<file path="config.mk">
export PLATFORM = sky130hd
export DESIGN_NAME = fifo
export DESIGN_NICKNAME = d
export VERILOG_FILES = /design/src/rtl/fifo_pkg.sv /design/src/rtl/fifo_register_file.sv /design/src/rtl/fifo.sv
export SDC_FILE = /design/constraint.sdc
export NUM_CORES = 1
export LEC_CHECK = 0
export BUFFER_PORTS_ARGS = -buffer_cell sky130_fd_sc_hd__clkbuf_2
export CAP_MARGIN = 20
export CORE_MARGIN = 5
export CORE_UTILIZATION = 30
export DETAILED_ROUTE_END_ITERATION = 7
export GPL_ROUTABILITY_DRIVEN = 0
export PLACE_DENSITY = 0.53
export SYNTH_ARGS = -nofsm -noshare
export SYNTH_HDL_FRONTEND = slang
export SYNTH_SLANG_ARGS = --single-unit
</file>
<file path="constraint.sdc">
create_clock -name clk -period 5.8 [get_ports clk]
set_input_delay 0.58 -clock clk [delete_from_list [all_inputs] [get_ports clk]]
set_output_delay 0.58 -clock clk [all_outputs]
set_load 0.05 [all_outputs]
</file>
<file path="src/rtl/fifo_pkg.sv">
// Shared FIFO definitions: default geometry and the 3-bit controller state
// encoding, plus the next-state function used by the FIFO controller. The
// multiplier datapath imports the same package so both sides agree on the
// FIFO depth, word width and state codes.
package fifo_pkg;

  localparam int FIFO_DEPTH = 8;   // entries, power of two
  localparam int FIFO_WIDTH = 32;  // bits per entry

  typedef enum logic [2:0] {
    INIT     = 3'd0,
    NO_OP    = 3'd1,
    WRITE    = 3'd2,
    WR_ERROR = 3'd3,
    READ     = 3'd4,
    RD_ERROR = 3'd5
  } fifo_state_t;

  // A lone write goes to WRITE or WR_ERROR depending on full; a lone read
  // goes to READ or RD_ERROR depending on empty. Anything else, including
  // a simultaneous write and read, is ignored.
  function automatic fifo_state_t next_state(input logic wr,
                                             input logic rd,
                                             input logic is_full,
                                             input logic is_empty);
    fifo_state_t ns;
    ns = NO_OP;
    if (wr && !rd) begin
      ns = is_full ? WR_ERROR : WRITE;
    end else if (rd && !wr) begin
      ns = is_empty ? RD_ERROR : READ;
    end
    return ns;
  endfunction

endpackage

</file>
<file path="src/rtl/fifo_register_file.sv">
// FIFO storage array: DEPTH x WIDTH, synchronous write, synchronous
// registered read port.
//   clk     - clock
//   reset_n - asynchronous active-low reset (clears the read register only)
//   wr_en   - write strobe, wr_data stored at wr_addr on the rising edge
//   wr_addr - write address
//   wr_data - write data
//   rd_en   - read strobe, mem[rd_addr] loaded into rd_data on the edge
//   rd_addr - read address
//   rd_data - registered read data, holds its value when rd_en is low
module fifo_register_file
  import fifo_pkg::*;
#(
  parameter int DEPTH  = FIFO_DEPTH,
  parameter int WIDTH  = FIFO_WIDTH,
  parameter int ADDR_W = $clog2(FIFO_DEPTH)
) (
  input  logic              clk,
  input  logic              reset_n,
  input  logic              wr_en,
  input  logic [ADDR_W-1:0] wr_addr,
  input  logic [WIDTH-1:0]  wr_data,
  input  logic              rd_en,
  input  logic [ADDR_W-1:0] rd_addr,
  output logic [WIDTH-1:0]  rd_data
);

  logic [WIDTH-1:0] mem [DEPTH];

  // Storage is never reset: a slot is only readable after it was written.
  always_ff @(posedge clk) begin
    if (wr_en) begin
      mem[wr_addr] <= wr_data;
    end
  end

  always_ff @(posedge clk or negedge reset_n) begin
    if (!reset_n) begin
      rd_data <= '0;
    end else if (rd_en) begin
      rd_data <= mem[rd_addr];
    end
  end

endmodule

</file>
<file path="src/rtl/fifo.sv">
// Synchronous FIFO with a six-state request controller and per-request
// status flags.
//   clk        - sole clock, rising edge
//   reset_n    - asynchronous active-low reset
//   wr_en      - write request this cycle
//   rd_en      - read request this cycle (both together are ignored)
//   din        - write data, sampled with wr_en
//   dout       - registered read data, one-edge latency, holds otherwise
//   data_count - number of occupied entries, 0..DEPTH
//   full       - data_count == DEPTH
//   empty      - data_count == 0
//   wr_ack     - previous edge accepted a write
//   wr_err     - previous edge rejected a write (FIFO was full)
//   rd_ack     - previous edge performed a read
//   rd_err     - previous edge rejected a read (FIFO was empty)
module fifo
  import fifo_pkg::*;
#(
  parameter int DEPTH = FIFO_DEPTH,
  parameter int WIDTH = FIFO_WIDTH
) (
  input  logic                       clk,
  input  logic                       reset_n,
  input  logic                       wr_en,
  input  logic                       rd_en,
  input  logic [WIDTH-1:0]           din,
  output logic [WIDTH-1:0]           dout,
  output logic [$clog2(DEPTH):0]     data_count,
  output logic                       full,
  output logic                       empty,
  output logic                       wr_ack,
  output logic                       wr_err,
  output logic                       rd_ack,
  output logic                       rd_err
);

  localparam int PTR_W = $clog2(DEPTH);
  localparam int CNT_W = PTR_W + 1;

  fifo_state_t      state, state_nxt;
  logic [PTR_W-1:0] head, head_nxt;
  logic [PTR_W-1:0] tail, tail_nxt;
  logic [CNT_W-1:0] count_nxt;
  logic             do_wr, do_rd;

  assign full  = (data_count == CNT_W'(DEPTH));
  assign empty = (data_count == '0);

  // Next state and pointer/count update. Memory write, pointer advance and
  // count change all happen on the edge that enters WRITE/READ. Pointers
  // are PTR_W bits wide so they wrap DEPTH-1 -> 0 by themselves.
  always_comb begin
    state_nxt = next_state(wr_en, rd_en, full, empty);
    do_wr     = (state_nxt == WRITE);
    do_rd     = (state_nxt == READ);
    head_nxt  = head;
    tail_nxt  = tail;
    count_nxt = data_count;
    if (do_wr) begin
      tail_nxt  = tail + PTR_W'(1);
      count_nxt = data_count + CNT_W'(1);
    end else if (do_rd) begin
      head_nxt  = head + PTR_W'(1);
      count_nxt = data_count - CNT_W'(1);
    end
  end

  // Status flags decode the registered state only.
  always_comb begin
    wr_ack = (state == WRITE);
    wr_err = (state == WR_ERROR);
    rd_ack = (state == READ);
    rd_err = (state == RD_ERROR);
  end

  always_ff @(posedge clk or negedge reset_n) begin
    if (!reset_n) begin
      state      <= INIT;
      head       <= '0;
      tail       <= '0;
      data_count <= '0;
    end else begin
      state      <= state_nxt;
      head       <= head_nxt;
      tail       <= tail_nxt;
      data_count <= count_nxt;
    end
  end

  fifo_register_file #(
    .DEPTH  (DEPTH),
    .WIDTH  (WIDTH),
    .ADDR_W (PTR_W)
  ) u_regfile (
    .clk     (clk),
    .reset_n (reset_n),
    .wr_en   (do_wr),
    .wr_addr (tail),
    .wr_data (din),
    .rd_en   (do_rd),
    .rd_addr (head),
    .rd_data (dout)
  );

endmodule

</file>
# Yosys cells after proc, flatten, opt, wreduce, memory -nomap -nowiden
# Memory sizes are Yosys's and may differ from the RTL's. A register that Yosys moved wholly into a read port is not among the register bits.
# Cells that the tools add are included.
# word_totals
memories	1
output_inout_bits	42
ramBits	256
register_bits	13
# op_classes
addsub	4
bitwise_logic	1
mux	8
n_reduce_logical	8
n_eq_ne	7
# memory_table
memory	words	width	rd	rd_ports_with_merged_regs	wr	line_no	source
u_regfile.mem	8	32	1	1	1	fifo_register_file.sv:28	logic [WIDTH-1:0] mem [DEPTH];
# op_table
operator	count
equality test 3 x 2 -> 1 bit (second input constant)	3
equality test 3 bit (second input constant)	3
2-to-1 mux 4 bit	2
adder 3 x 1 -> 3 bit (second input constant)	2
2-to-1 mux 3 bit	2
adder 4 x 1 -> 4 bit (second input constant)	1
equality test 4 bit (second input constant)	1
logical NOT 4 bit	1
2-to-1 mux 1 bit	4
subtractor 4 x 1 -> 4 bit (second input constant)	1
logical NOT 1 bit	3
logical AND 1 bit	2
AND reduction 2 bit	1
nonzero test 2 bit	1
NOT 1 bit	1

# Depth between registers and ports, before layout
# depth
depth_word	7
mapped_depth	8

# By module
# Synthesis repeated with hierarchy kept, for this count alone.
# hier_totals
cells_unflattened	687
area_unflattened_um2	11905.2
# modules_own_cells
mod	area_per_inst_um2	n_inst	seq_area_each_um2	cells_each
fifo_register_file	11254.5	1	8488.1	635
fifo	650.6	1	325.3	52

# Worst setup path before layout
# Ideal clock, no wire load.
# synth_timing
path_type	reg-to-reg
from	register data_count[0]
to	memory u_regfile.mem[0][0] (netlist bit) (enable)
path_slack_ns	0.866
stages_incl_launch_ff	5
t_arrival_ns	4.433
required_time_ns	5.299
setup_time_ns	0.501
period_less_slack_ns	4.934
path_buffers	0
path_cell_list	dfrtp_1 > nor3_1 > a21boi_4 > inv_2 > nor4_1
# synth_between
elab_chain_cells	7
# synth_rtl
item	line_no	source
start, declared	fifo.sv:28	output logic [$clog2(DEPTH):0] data_count,
start signal, assigned	fifo.sv:86	data_count <= count_nxt;
logical NOT 4 bit	fifo.sv:47	assign empty = (data_count == '0);
2-to-1 mux 1 bit	fifo_pkg.sv:31	ns = is_empty ? RD_ERROR : READ;
2-to-1 mux 3 bit	fifo_pkg.sv:30	end else if (rd && !wr) begin
2-to-1 mux 3 bit *	fifo_pkg.sv:28	if (wr && !rd) begin
equality test 3 x 2 -> 1 bit *	fifo.sv:54	do_wr = (state_nxt == WRITE);
2-to-1 mux 1 bit *	fifo_register_file.sv:32	if (wr_en) begin
2-to-1 mux 1 bit (not written as such) *	fifo_register_file.sv:33	mem[wr_addr] <= wr_data;
end, declared	fifo_register_file.sv:28	
# Every way passes the cells marked *; elsewhere a longest branch is shown, timed or not.

# Worst setup path in the final report
# layout_timing
from	register data_count[0]
to	memory u_regfile.mem[7][20] (netlist bit) (enable)
# Same word-level chain as after synthesis.

==> results.py <==
metrics = {
    "logic_synthesis": {
        "synthSimpleGateAreaFrac": 0.0531,
        "synth_top_family_by_area": "multiplexers",
        "xor_xnor_cell_area_share_of_the_yosys_netlist": 0.00528,
        "synth.avg_cell_area_um2": 17.0,
        "synth-compound-area-share": 0.0445,
        "netlist_instances": 683,
        "synthesis.area_mm2": 0.0116,
        "yosysWarningCount": 0,
        "synth-seq-area-share": 0.759,
        "syn-num-nets": 724,
        "synth_cell_types": 29,
        "synth.area.mux_share": 0.112,
        "register_bit_total_from_synthesis": 301,
        "synthAdderAreaFrac": 0.00604,
    },
    "floorplanning": {
        "core_area_mm2": 0.0385,
        "die_boundary_height_um": 207,
        "initial_utilization": 0.302,
        "io_pins": 78,
        "die_span_x_um": 207,
        "floorplan.rows": 72,
        "fp.dieArea_mm2": 0.0427,
    },
    "clocking": {
        "postCtsSetupRepairBufs": 0,
        "cts-hold-fix-buffers": 0,
        "tritoncts_clock_tree": "yes",
        "cts_resized": 0,
        "cts_max_level": 1,
        "clockBufferDepth": 3,
        "root_buffer": "clkbuf_16",
        "clk_transition_reported_paths_ns": 0.06,
        "clock_sink_count": 301,
        "cts_made_buffers": 31,
        "insertion_delay_ns": 0.54,
    },
    "timing": {
        "timing.final.hold_violations": 0,
        "fin_worst_skew_ns": 0.0115,
        "final_slew_viol_count": 0,
        "fmaxAchievable_mhz": 402,
        "timing.final.setup_violations": 0,
        "timing.final.crit_period_ns": 2.49,
        "totalNegativeSetupSlack_ns": 0,
        "rsz0062_at_grt": "false",
        "final.hold.worst_slack_ns": 0.162,
        "timing_worst_slew_pin_value_ns": 1.03,
        "slew_headroom": 0.309,
        "finalCritPeriodShare": 0.429,
    },
    "setup_path": {
        "timing.setup.critical_path_class": "flip-flop to flip-flop",
        "worstPathBufferInverterCount": 0,
        "endpoint_kind": "flip-flop",
        "worst_setup_path_start_kind": "flip-flop",
        "worst_ep_arrival_time_ns": 2.64,
        "worst_path_dominant_cell_family": "simple AND/OR/NAND/NOR gates",
        "cell_chain_critical_path": "nor3_1, a21boi_4, nand2_1, nor2_4",
        "worst-path-max-fanout": 32,
        "cp_slowest_cell": "nor2_4",
        "r2r_setup_slack_ns": 3.31,
        "slowest_delay_ns": 0.86,
        "critPathRequiredTime_ns": 5.95,
    },
    "global_routing": {
        "antenna_violations_before_repair": 0,
        "gr-total-overflow": 0,
        "first_global_vias": 6002,
        "grt_pass1_wl_um": 36500,
        "grt_use_total": 0.110,
        "grt_max_degree": 78,
    },
    "power": {
        "pwr-share-clk": 0.287,
        "p_sw_w": 0.00231,
        "sequentialPowerShare": 0.426,
        "sw_frac_of_total": 0.341,
        "internal_power_w": 0.00446,
        "power.static_leakage_nw": 5.08,
        "finalPower_w": 0.00676,
        "worst_ir_drop_vdd_mv": 0.214,
        "p_comb_frac": 0.287,
        "pwr_density_cell_mw_per_mm2": 495,
    },
    "status": {
        "result_of_the_run": "finished, final reports clean",
    },
    "finish": {
        "syn_to_final_growth_pct": 17.6,
        "layout-drive-gt1-share": 0.199,
        "fraction_of_the_core_area_covered_by_cells_at_the_end_of_the_flow": 0.355,
        "final_cell_mix": "256 x edfxtp_1, 129 x mux2i_1, 77 x clkbuf_2",
        "layout_commonest_cell": "edfxtp_1",
        "layoutNonFillerInstCount": 1313,
        "num_antenna_cells": 0,
        "nNetsFinal": 812,
    },
    "detailed_routing": {
        "detail-route-antenna-nets": 0,
        "detailedRoute.firstPassIterationCount": 4,
        "detail_route.wl_per_cell_um": 18.1,
        "drc_errors": 0,
        "dr.first_iter.drc_count": 299,
        "wl_um": 23700,
        "viasPerCell": 4.54,
        "vias": 5965,
    },
    "placement": {
        "place.port_buffers": 77,
        "dp_hpwl_um": 14100,
        "numPlacedInstances": 1255,
    },
    "flow_run": {
        "maxCapViolations": 0,
    },
    "worst_hold_path": {
        "min_path_type": "primary input to async pin",
    },
}
==> area by class of cell <==
type                       count  area [µm²]
tap                          518         648
fill                        3673       24800
clock buffer                  49         923
clock inverter                 8        92.6
timing repair buffer          93         531
multi-input combinational    343        2630
inverter                       1        3.75
sequential                   301        8820
==> worst paths after layout <==
path / start / cells after the start / endpoint
max: data_count[0]$_DFFE_PN0P_ / 4 / u_regfile.mem[7][20]$_DFFE_PP_
min: reset_n / 2 / data_count[0]$_DFFE_PN0P_
max reg2reg: data_count[0]$_DFFE_PN0P_ / 4 / u_regfile.mem[7][20]$_DFFE_PP_
min reg2reg: u_regfile.rd_data[18]$_DFFE_PN0N_ / 2 / u_regfile.rd_data[18]$_DFFE_PN0N_
max in group asynchronous: reset_n / 2 / head[0]$_DFFE_PN0P_
min in group clk: rd_en / 2 / state[1]$_DFF_PN0_
==> power by group through the flow <==
stage               sequential, W  clock (W)  combinational [W]
floorplan                 0.00324          0            0.00114
CTS                       0.00289    0.00200            0.00198
global route              0.00292    0.00208            0.00211
global placement          0.00292          0            0.00197
detailed placement        0.00293          0            0.00198
finish                    0.00288    0.00194            0.00194
==> cell families (layout without fill, tap and decap cells) <==
| group | count (synthesis) | after routing |
|---|---|---|
| fa+ha+maj | 5 | 5 |
| simple gates | 133 | 133 |
| buf+inv | 39 | 151 |
| xor+xnor | 7 | 7 |
| mux | 130 | 130 |
| compound gates | 68 | 68 |
| flops | 301 | 301 |
==> synthesized netlist by cell type <==
cell type | number | area (µm²)
nor2b_1 | 5 | 31.3
buf_4 | 17 | 128
dfrtp_1 | 45 | 1130
nand3_1 | 33 | 165
nor3_1 | 5 | 25.0
a22oi_1 | 64 | 480
clkbuf_1 | 13 | 48.8
and3b_1 | 2 | 17.5
mux2i_1 | 129 | 1290
nor4_1 | 1 | 6.26
a21boi_4 | 1 | 18.8
nand2_1 | 74 | 278
nand2b_1 | 3 | 18.8
nor4_2 | 1 | 12.5
fa_1 | 1 | 20.0
nor2_8 | 1 | 20.0
edfxtp_1 | 256 | 7690
inv_2 | 1 | 3.75
mux2_1 | 1 | 11.3
and2_1 | 2 | 12.5
nor3b_1 | 2 | 15.0
xnor2_1 | 7 | 61.3
buf_6 | 1 | 11.3
ha_1 | 4 | 50.1
o21ai_0 | 1 | 5.00
buf_2 | 7 | 35.0
nor2_1 | 4 | 15.0
a21o_1 | 1 | 7.51
a21oi_1 | 1 | 5.00
==> sequential cells by signal, summed over array words and instances, names as in the netlist <==
signal	cells
u_regfile.mem	256
u_regfile.rd_data	32
data_count	4
head	3
state	3
tail	3
==> routing by layer <==
layer / part of all wire / wire (µm) / vias up / track usage
met3: 0.043 / 1030 / 30 / 0.0206
li1: - / - / 2800 / -
met4: 0.015 / 367 / 0 / 0.0255
met1: 0.45 / 10700 / 3031 / 0.148
met2: 0.49 / 11600 / 104 / 0.184
met5: 0 / 0 / - / 0
==> through the flow <==
stage	instance area (µm²)	setup WS [ns]
after floorplan	11600	0.866
after global placement	12600	2.96
after detailed placement	12600	2.92
after CTS	13600	3.16
after global routing	13600	3.06
final	13600	3.31
Power figures use the tool's default switching activity.
